$ cat src/rtl/rv_pkg.sv
// Shared types and constants for the RV32I front end.
package rv_pkg;

    localparam int unsigned XLEN = 32;

    // Canonical RV32I NOP: addi x0, x0, 0
    localparam logic [XLEN-1:0] RV_NOP = 32'h0000_0013;

    typedef enum logic {
        RUN  = 1'b0,
        TRAP = 1'b1
    } fetch_state_t;

    typedef struct packed {
        logic [XLEN-1:0] pc;
        logic [XLEN-1:0] pc_plus4;
        logic [XLEN-1:0] instr;
        logic            valid;
    } if_id_t;

endpackage

$ cat src/rtl/fetch_unit_if_id_reg.sv
// IF/ID pipeline register: flush empties the slot, load captures a new
// fetch, otherwise the contents hold (covers decode back-pressure).
module if_id_reg
    import rv_pkg::*;
#(
    parameter logic [XLEN-1:0] NOP_INSTR = RV_NOP
) (
    input  logic   clk,
    input  logic   rst,
    input  logic   flush,
    input  logic   load,
    input  if_id_t load_data,
    output if_id_t slot
);

    if_id_t slot_d;
    if_id_t slot_q;

    // Next slot contents: flush has priority over load; pc fields hold on flush
    always_comb begin
        slot_d = slot_q;
        if (flush) begin
            slot_d.valid = 1'b0;
            slot_d.instr = NOP_INSTR;
        end else if (load) begin
            slot_d = load_data;
        end
    end

    // Slot register with synchronous reset to an empty NOP slot
    always_ff @(posedge clk) begin
        if (rst) begin
            slot_q <= '{pc: '0, pc_plus4: '0, instr: NOP_INSTR, valid: 1'b0};
        end else begin
            slot_q <= slot_d;
        end
    end

    assign slot = slot_q;

endmodule

$ cat src/rtl/fetch_unit.sv
// Instruction-fetch stage: PC, redirect/trap FSM, fetched-instruction
// counter, and the IF/ID register feeding decode.
module fetch_unit
    import rv_pkg::*;
#(
    parameter logic [XLEN-1:0] RESET_PC  = 32'h0000_0000,
    parameter logic [XLEN-1:0] NOP_INSTR = RV_NOP,
    parameter int unsigned     COUNT_W   = 32
) (
    input  logic               clk,
    input  logic               rst,
    output logic [XLEN-1:0]    imem_addr,
    input  logic [XLEN-1:0]    imem_instr,
    input  logic               redirect_valid,
    input  logic [XLEN-1:0]    redirect_pc,
    input  logic               id_ready,
    output logic               id_valid,
    output logic [XLEN-1:0]    id_pc,
    output logic [XLEN-1:0]    id_pc_plus4,
    output logic [XLEN-1:0]    id_instr,
    output logic               misalign,
    output logic [XLEN-1:0]    trap_pc,
    output logic [COUNT_W-1:0] fetch_count
);

    fetch_state_t     state_d, state_q;
    logic [XLEN-1:0]  pc_d, pc_q;
    logic             misalign_d, misalign_q;
    logic [XLEN-1:0]  trap_pc_d, trap_pc_q;
    logic [COUNT_W-1:0] count_d, count_q;

    logic   slot_flush;
    logic   slot_load;
    logic   advance;
    logic   target_aligned;
    if_id_t fetched;
    if_id_t slot;

    assign imem_addr      = pc_q;
    assign advance        = !slot.valid || id_ready;
    assign target_aligned = (redirect_pc[1:0] == 2'b00);
    assign fetched        = '{pc: pc_q, pc_plus4: pc_q + 32'd4, instr: imem_instr, valid: 1'b1};

    // Next-state logic: redirect beats stall beats fetch; TRAP waits for an aligned redirect
    always_comb begin
        state_d    = state_q;
        pc_d       = pc_q;
        misalign_d = misalign_q;
        trap_pc_d  = trap_pc_q;
        count_d    = count_q;
        slot_flush = 1'b0;
        slot_load  = 1'b0;
        case (state_q)
            RUN: begin
                if (redirect_valid) begin
                    slot_flush = 1'b1;
                    if (target_aligned) begin
                        pc_d = redirect_pc;
                    end else begin
                        state_d    = TRAP;
                        misalign_d = 1'b1;
                        trap_pc_d  = redirect_pc;
                    end
                end else if (advance) begin
                    slot_load = 1'b1;
                    pc_d      = pc_q + 32'd4;
                    count_d   = count_q + COUNT_W'(1);
                end
            end
            TRAP: begin
                slot_flush = 1'b1;
                if (redirect_valid) begin
                    if (target_aligned) begin
                        pc_d       = redirect_pc;
                        misalign_d = 1'b0;
                        state_d    = RUN;
                    end else begin
                        trap_pc_d = redirect_pc;
                    end
                end
            end
            default: state_d = RUN;
        endcase
    end

    // PC, FSM, trap and counter registers
    always_ff @(posedge clk) begin
        if (rst) begin
            state_q    <= RUN;
            pc_q       <= RESET_PC;
            misalign_q <= 1'b0;
            trap_pc_q  <= '0;
            count_q    <= '0;
        end else begin
            state_q    <= state_d;
            pc_q       <= pc_d;
            misalign_q <= misalign_d;
            trap_pc_q  <= trap_pc_d;
            count_q    <= count_d;
        end
    end

    if_id_reg #(.NOP_INSTR(NOP_INSTR)) u_if_id (
        .clk       (clk),
        .rst       (rst),
        .flush     (slot_flush),
        .load      (slot_load),
        .load_data (fetched),
        .slot      (slot)
    );

    assign id_valid    = slot.valid;
    assign id_pc       = slot.pc;
    assign id_pc_plus4 = slot.pc_plus4;
    assign id_instr    = slot.instr;
    assign misalign    = misalign_q;
    assign trap_pc     = trap_pc_q;
    assign fetch_count = count_q;

endmodule

$ cat config.mk
export PLATFORM = sky130hd
export DESIGN_NAME = fetch_unit
export DESIGN_NICKNAME = d
export VERILOG_FILES = /design/src/rtl/rv_pkg.sv /design/src/rtl/fetch_unit_if_id_reg.sv /design/src/rtl/fetch_unit.sv
export SDC_FILE = /design/constraint.sdc
export NUM_CORES = 1
export LEC_CHECK = 0
export CORE_ASPECT_RATIO = 0.6
export CORE_MARGIN = 4
export CORE_UTILIZATION = 30
export DETAILED_ROUTE_END_ITERATION = 16
export SLEW_MARGIN = 10
export SYNTH_ARGS = -nofsm -noshare
export SYNTH_HDL_FRONTEND = slang
export SYNTH_HIERARCHICAL = 1
export SYNTH_SLANG_ARGS = --single-unit
$ cat constraint.sdc
create_clock -name clk -period 3.5 [get_ports clk]
set_input_delay 0.7 -clock clk [delete_from_list [all_inputs] [get_ports clk]]
set_output_delay 0.7 -clock clk [all_outputs]
set_load 0.005 [all_outputs]
==> results of run 1 <==
-- sequential cells by signal, summed over array words and instances (netlist names), named ones only --
name,count
fetch_count,32
imem_addr,32
misalign,1
trap_pc,32
u_if_id/slot,97
-- final cells by class --
| cell class | instances | area [um2] | area share, % |
|---|---|---|---|
| Clock buffer | 19 | 443 | 3.50 |
| Clock inverter | 13 | 126 | 0.998 |
| Inverter | 19 | 73.8 | 0.583 |
| Multi-Input combinational cell | 743 | 4740 | 37.4 |
| Sequential cell | 195 | 3900 | 30.8 |
| Tap cell | 408 | 510 | 4.03 |
| Timing Repair Buffer | 291 | 2860 | 22.6 |
-- placed cells by master (no fill, tap or decap), types with 4 or more instances in the layout --
cell             instances
or3_1                    8
nand4_1                 15
and3_1                  21
clkdlybuf4s50_1        260
o22ai_1                  6
nor4_1                  12
o21ai_2                 19
mux2i_1                 37
nand4bb_1               64
inv_1                   16
dfxtp_1                195
and4_1                   6
nand3_1                 25
nand2_1                121
o21ai_0                 15
nor3_1                  14
a31oi_1                  9
clkbuf_16               17
a21oi_1                 66
nand2b_1                65
buf_4                   28
xnor2_1                 37
o21ai_1                 41
o221ai_1                 7
or4_1                    5
xor2_1                  12
o211ai_1                 5
nor2_1                  78
nor2b_1                  4
o21a_1                   5
-- power groups by stage --
stage	sequential (mW)	clock (mW)	combinational, mW
2_1_floorplan	2.41	0	0.385
3_3_place_gp	2.42	0	0.691
3_5_place_dp	2.43	0	0.696
4_1_cts	2.37	2.03	0.699
5_1_grt	2.39	2.13	0.750
6_report	2.37	1.96	0.693
-- metrics by stage --
step                      utilization (%)  setup slack, ps  instances  power [mW]  hold slack, ps
after floorplan                         -              976       1071        2.79             453
after global placement               39.8              484       1656        3.12             444
after detailed placement             39.8              425       1656        3.12             448
after CTS                            41.6              909       1688        5.10             459
after global routing                 41.6              743       1688        5.27             474
final                                41.6              858       1688        5.03             455
-- final timing paths --
| path | start | endpoint |
|---|---|---|
| max reg2reg | imem_addr[2] | imem_addr[28] |
| min reg2reg | trap_pc[7] | trap_pc[7] |
| max | redirect_valid | u_if_id/slot[64] |
| min | trap_pc[7] | trap_pc[7] |
-- worst max-delay path: cells and delay by family --
family	cells	cell delay [ps]
buf+inv	4	1280
simple gates	2	800
compound gates	1	130
-- routing by layer --
metal | up-vias | global-route usage (%) | wire (um)
met3 | 26 | 5.01 | 2050
li1 | 4112 | - | -
met4 | 0 | 3.47 | 352
met1 | 4112 | 25.9 | 15200
met5 | - | 0 | 0
met2 | 267 | 27.5 | 14200
-- kinds of logic (layout without fill, tap and decap cells) --
family          after synthesis  count (layout)  share of synthesized area (%)
simple gates                459             459                           28.9
flops                       195             195                           41.6
compound gates              195             195                           12.8
mux                          37              37                           3.94
fa+ha+maj                     2               2                          0.266
xor+xnor                     49              49                           4.57
buf+inv                     133             342                           7.97
other cells                   1               1                         0.0399
==> impl_metrics.csv, run 1 <==
group,metric,value,unit
grt,grt_usage,18.1,%
power_and_ir_drop,p_seq_share,47.2,%
cts,clk_latency,460,ps
yosys,yosysUniqueCellTypes,67,
cells_and_area,area_growth,34.8,%
cells_and_area,final_area,0.0127,mm2
yosys,synthArstFlopShare,0,%
power_and_ir_drop,p_leak,4.38,nW
floorplan,die_area,0.0343,mm2
drt,drc,0,
critical_path,crit_path_end_kind,"register",
sta,timing.slew.headroom,36.1,%
drt,ant_nets,0,
power_and_ir_drop,combPwrFrac,13.8,%
cts,cts_resized,0,
sta,hold_viol_final,0,
yosys,synthCells,1071,
floorplan,die_y,145,um
drt,initialDrtViolationCount,794,
floorplan,coreArea,0.0304,mm2
power_and_ir_drop,clockPowerShare,39.0,%
critical_path,start_kind,"input port",
sta,drv_slew,0,
power_and_ir_drop,powerDensity,397,mW/mm2
placement,place_area,0.0121,mm2
cts,cts.clk_slew.worst_paths,70,ps
floorplan,rows,49,
critical_path,slowest_delay,600,ps
cells_and_area,final_nets,1337,
cts,cts.sinks,195,
yosys,yosys_register_bits,195,
power_and_ir_drop,vdd_drop_max,0.337,mV
power_and_ir_drop,switching_share,27.3,%
cells_and_area,num-fill-cells,3061,
worst_hold_path,whs_path_depth,2,
floorplan,start_util,30.9,%
yosys,synth_top_cell_by_area,"dfxtp_1",
critical_path,worstRegToRegCells,7,
critical_path,cp.required,3820,ps
floorplan,io_pins,262,
cts,ctsHoldBuffers,0,
cts,post_cts_buffers,0,
yosys,syn_area_per_cell,8.77,um2
yosys,syn_nets,1141,
yosys,syn-cell-area,0.00939,mm2
outcome,run_status,"complete, no violations",
power_and_ir_drop,p_int,3.66,mW
yosys,synth_top_area_share,41.6,%
cts,root_buffer,"clkbuf_16",
yosys,synth_edf_count,0,
drt,first_pass_iters,5,
sta,grt_setup_unrepaired,"false",
cts,htreeDepth,4,
grt,grt_max_degree,111,
drt,wl,31800,um
drt,via_count,8517,
critical_path,path_cells,"clkdlybuf4s50_1, nor2_2, buf_4, inv_2, and2b_4, buf_12, o21ai_0",
placement,hpwlAfterDp,23000,um
grt,antenna_found_initial,0,
cells_and_area,layout-drive-gt1-share,7.73,%
drt,avgViaCountPerCell,5.05,
sta,finalCritPeriodShare,75.5,%
critical_path,crit_type,"in2reg",
sta,fin_tns_setup,0,ps
flow_run,maxCapViolCount,0,
floorplan,die_w,236,um
yosys,synth.area.top_cells,"dfxtp_1, nand4bb_1, nand2_1, nand2b_1, mux2i_1",
grt,grt_remaining_overflow,0,
cts,clockBufferDepth,2,
yosys,synthFlopType,"dfxtp_1",
sta,fmax,379,MHz
critical_path,slowest_stage,"clkdlybuf4s50_1",
critical_path,reg2reg_slack,990,ps
sta,finalSetupViolCount,0,
yosys,yosys_warnings,6,
cells_and_area,n_antenna_cell,0,
sta,fin_crit,2640,ps
critical_path,crit_fanout,40,
critical_path,arrival,2960,ps
grt,grt_pass1_wl,49300,um
worst_hold_path,hold_class,"reg2reg",
cts,cts-buffers-inserted,17,
placement,io_buffers,261,
power_and_ir_drop,power_switching,1.37,mW
sta,worst_slew_pin_slew,948,ps
yosys,synth_common_cells,"dfxtp_1, nand2_1, nor2_1",
yosys,yosys.cell_count.top_type,"dfxtp_1",
sta,skew,16.3,ps
yosys,yosysSeqAreaShare,41.6,%
placement,gp_congestion,0.847,
drt,wl_per_cell,18.9,um
cts,cts_tree,"yes",
grt,grt_pass1_vias,8035,
Note: power is estimated with default switching activity, not from simulation.
==> run 2, diff against run 1 <==
Clock period 3.5 ns to 2.15 ns, I/O delays scaled along.
==> run 2 against run 1 <==
First-iteration DRC count is 7.4% lower. Hold slack worse by 69 ps. Cell count is 5.3% higher. Clock power is 63% higher. Power is 66% higher. Register-to-register slack worse by 920 ps. Largest power group unchanged. Clock skew is 4.0 ps lower. Critical path depth is 1 lower. Sequential share of layout area is 1.9 points lower. Core utilization is 2.8 points higher.
==> impl_metrics.csv, run 2 (same netlist as run 1, synthesis figures left out) <==
group,metric,value,unit
outcome,run_status,"complete, no violations",
drt,wl_met2,14400,um
sta,layout_setup_ws,70.0,ps
critical_path,cp.required,2540,ps
cells_and_area,final_cell_mix,"clkdlybuf4s50_1, dfxtp_1, nand2_1",
sta,skew,12.3,ps
drt,drc,0,
worst_hold_path,hold_class,"in2reg",
placement,gp_congestion,0.837,
drt,drt-met1-wl,15100,um
critical_path,start_kind,"register",
drt,wl_per_cell,18.1,um
floorplan,die_w,236,um
cells_and_area,area_growth,43.9,%
sta,grt_setup_unrepaired,"false",
sta,finalSetupViolCount,0,
floorplan,die_y,145,um
flow_run,maxCapViolCount,0,
grt,grt_pass1_wl,49500,um
placement,io_buffers,261,
cells_and_area,regArea,0.00391,mm2
drt,via_count,8764,
sta,fmax,481,MHz
sta,hold_viol_final,0,
cts,cts-buffers-inserted,17,
drt,first_pass_iters,7,
floorplan,coreArea,0.0304,mm2
sta,drv_slew,0,
power_and_ir_drop,powerDensity,619,mW/mm2
cells_and_area,multi_input_area,0.00477,mm2
cts,ctsHoldBuffers,0,
critical_path,arrival,2470,ps
floorplan,rows,49,
cells_and_area,layout-drive-gt1-share,14.4,%
sta,fin_tns_setup,0,ps
cts,clockBufferDepth,2,
cells_and_area,finalCoreUtilization,44.4,%
grt,grt_remaining_overflow,0,
cts,cts.sinks,195,
worst_hold_path,hold_path_startpoint,"rst",
sta,fin_hold_ws,386,ps
placement,hpwlAfterDp,24200,um
cells_and_area,largest_reg_flops,97,
drt,initialDrtViolationCount,735,
floorplan,start_util,30.9,%
cts,clk_latency,450,ps
floorplan,die_area,0.0343,mm2
cts,cts.clk_slew.worst_paths,80,ps
placement,dpl.cell_count,1743,
cells_and_area,num-fill-cells,3037,
drt,routed-wl-met3,2200,um
drt,avgViaCountPerCell,4.93,
critical_path,crit_path_end_kind,"register",
placement,place_worst_setup_slack,-188,ps
cts,cts_tree,"yes",
sta,finalCritPeriodShare,96.7,%
drt,wl,32300,um
critical_path,crit_start,"fetch_count[0]",
cells_and_area,final_area,0.0135,mm2
grt,grt_max_degree,81,
sta,timing.slew.headroom,64.6,%
grt,grt_pass1_vias,8323,
cells_and_area,final_nets,1426,
sta,worst_slew_pin_slew,526,ps
drt,ant_nets,0,
cts,htreeDepth,4,
cts,root_buffer,"clkbuf_16",
grt,grt_usage,18.2,%
floorplan,io_pins,262,
power_and_ir_drop,total_power,8.36,mW
critical_path,rr_startpoint,"fetch_count[0]",
grt,antenna_found_initial,1,
power_and_ir_drop,p_leak,4.88,nW
cells_and_area,mostFrequentLayoutCell,"clkdlybuf4s50_1",
power_and_ir_drop,vdd_drop_max,0.513,mV
critical_path,crit_type,"reg2reg",
drt,top_layer,"met4",
critical_path,crit_fanout,6,
sta,fin_crit,2080,ps
placement,place_area,0.0129,mm2
cells_and_area,final_cells,1778,
## run 2: where the power goes
group,internal (mW),switching (mW)
sequential,3.73,0.0750
clock,1.71,1.48
combinational,0.715,0.647
## run 2: layout make-up
type,instances,share of cell area [%]
diodes,1,0.0185
clock buffers,18,3.18
clock inverters,14,1.01
inverters,19,0.546
multi-input cells,743,35.3
flip-flops and latches,195,28.9
well taps,408,3.78
repair buffers,380,27.2
## run 2: worst paths after layout
| check | end | slack, ps | depth (start not counted) |
|---|---|---|---|
| setup reg to reg | fetch_count[28] | 70 | 6 |
| setup / recovery | fetch_count[28] | 70 | 6 |
| hold / removal | trap_pc[20] | 390 | 2 |
| hold reg to reg | trap_pc[7] | 450 | 2 |
## run 2: worst max-delay path, cell delays in order (launching register included)
cell	delay [ps]
dfxtp_1	360
ha_1	210
and4_1	310
nand3_2	110
or4_4	540
or4_1	420
nand2_1	80
## run 2: layer usage
layer | vias to the layer above | global-route usage, %
li1 | 4303 | -
met4 | 0 | 4.05
met3 | 30 | 5.05
met5 | - | 0
met2 | 268 | 28.0
met1 | 4163 | 25.7
## run 2: what timing repair did
| item | 4_1_cts | 5_1_grt |
|---|---|---|
| setup endpoints to repair | 3 | 19 |
| hold endpoints to repair | 0 | 0 |
| cloned | 0 | 0 |
| gates resized for setup | 2 | 5 |
| pin swaps | 0 | 1 |
| buffers inserted | 0 | 2 |
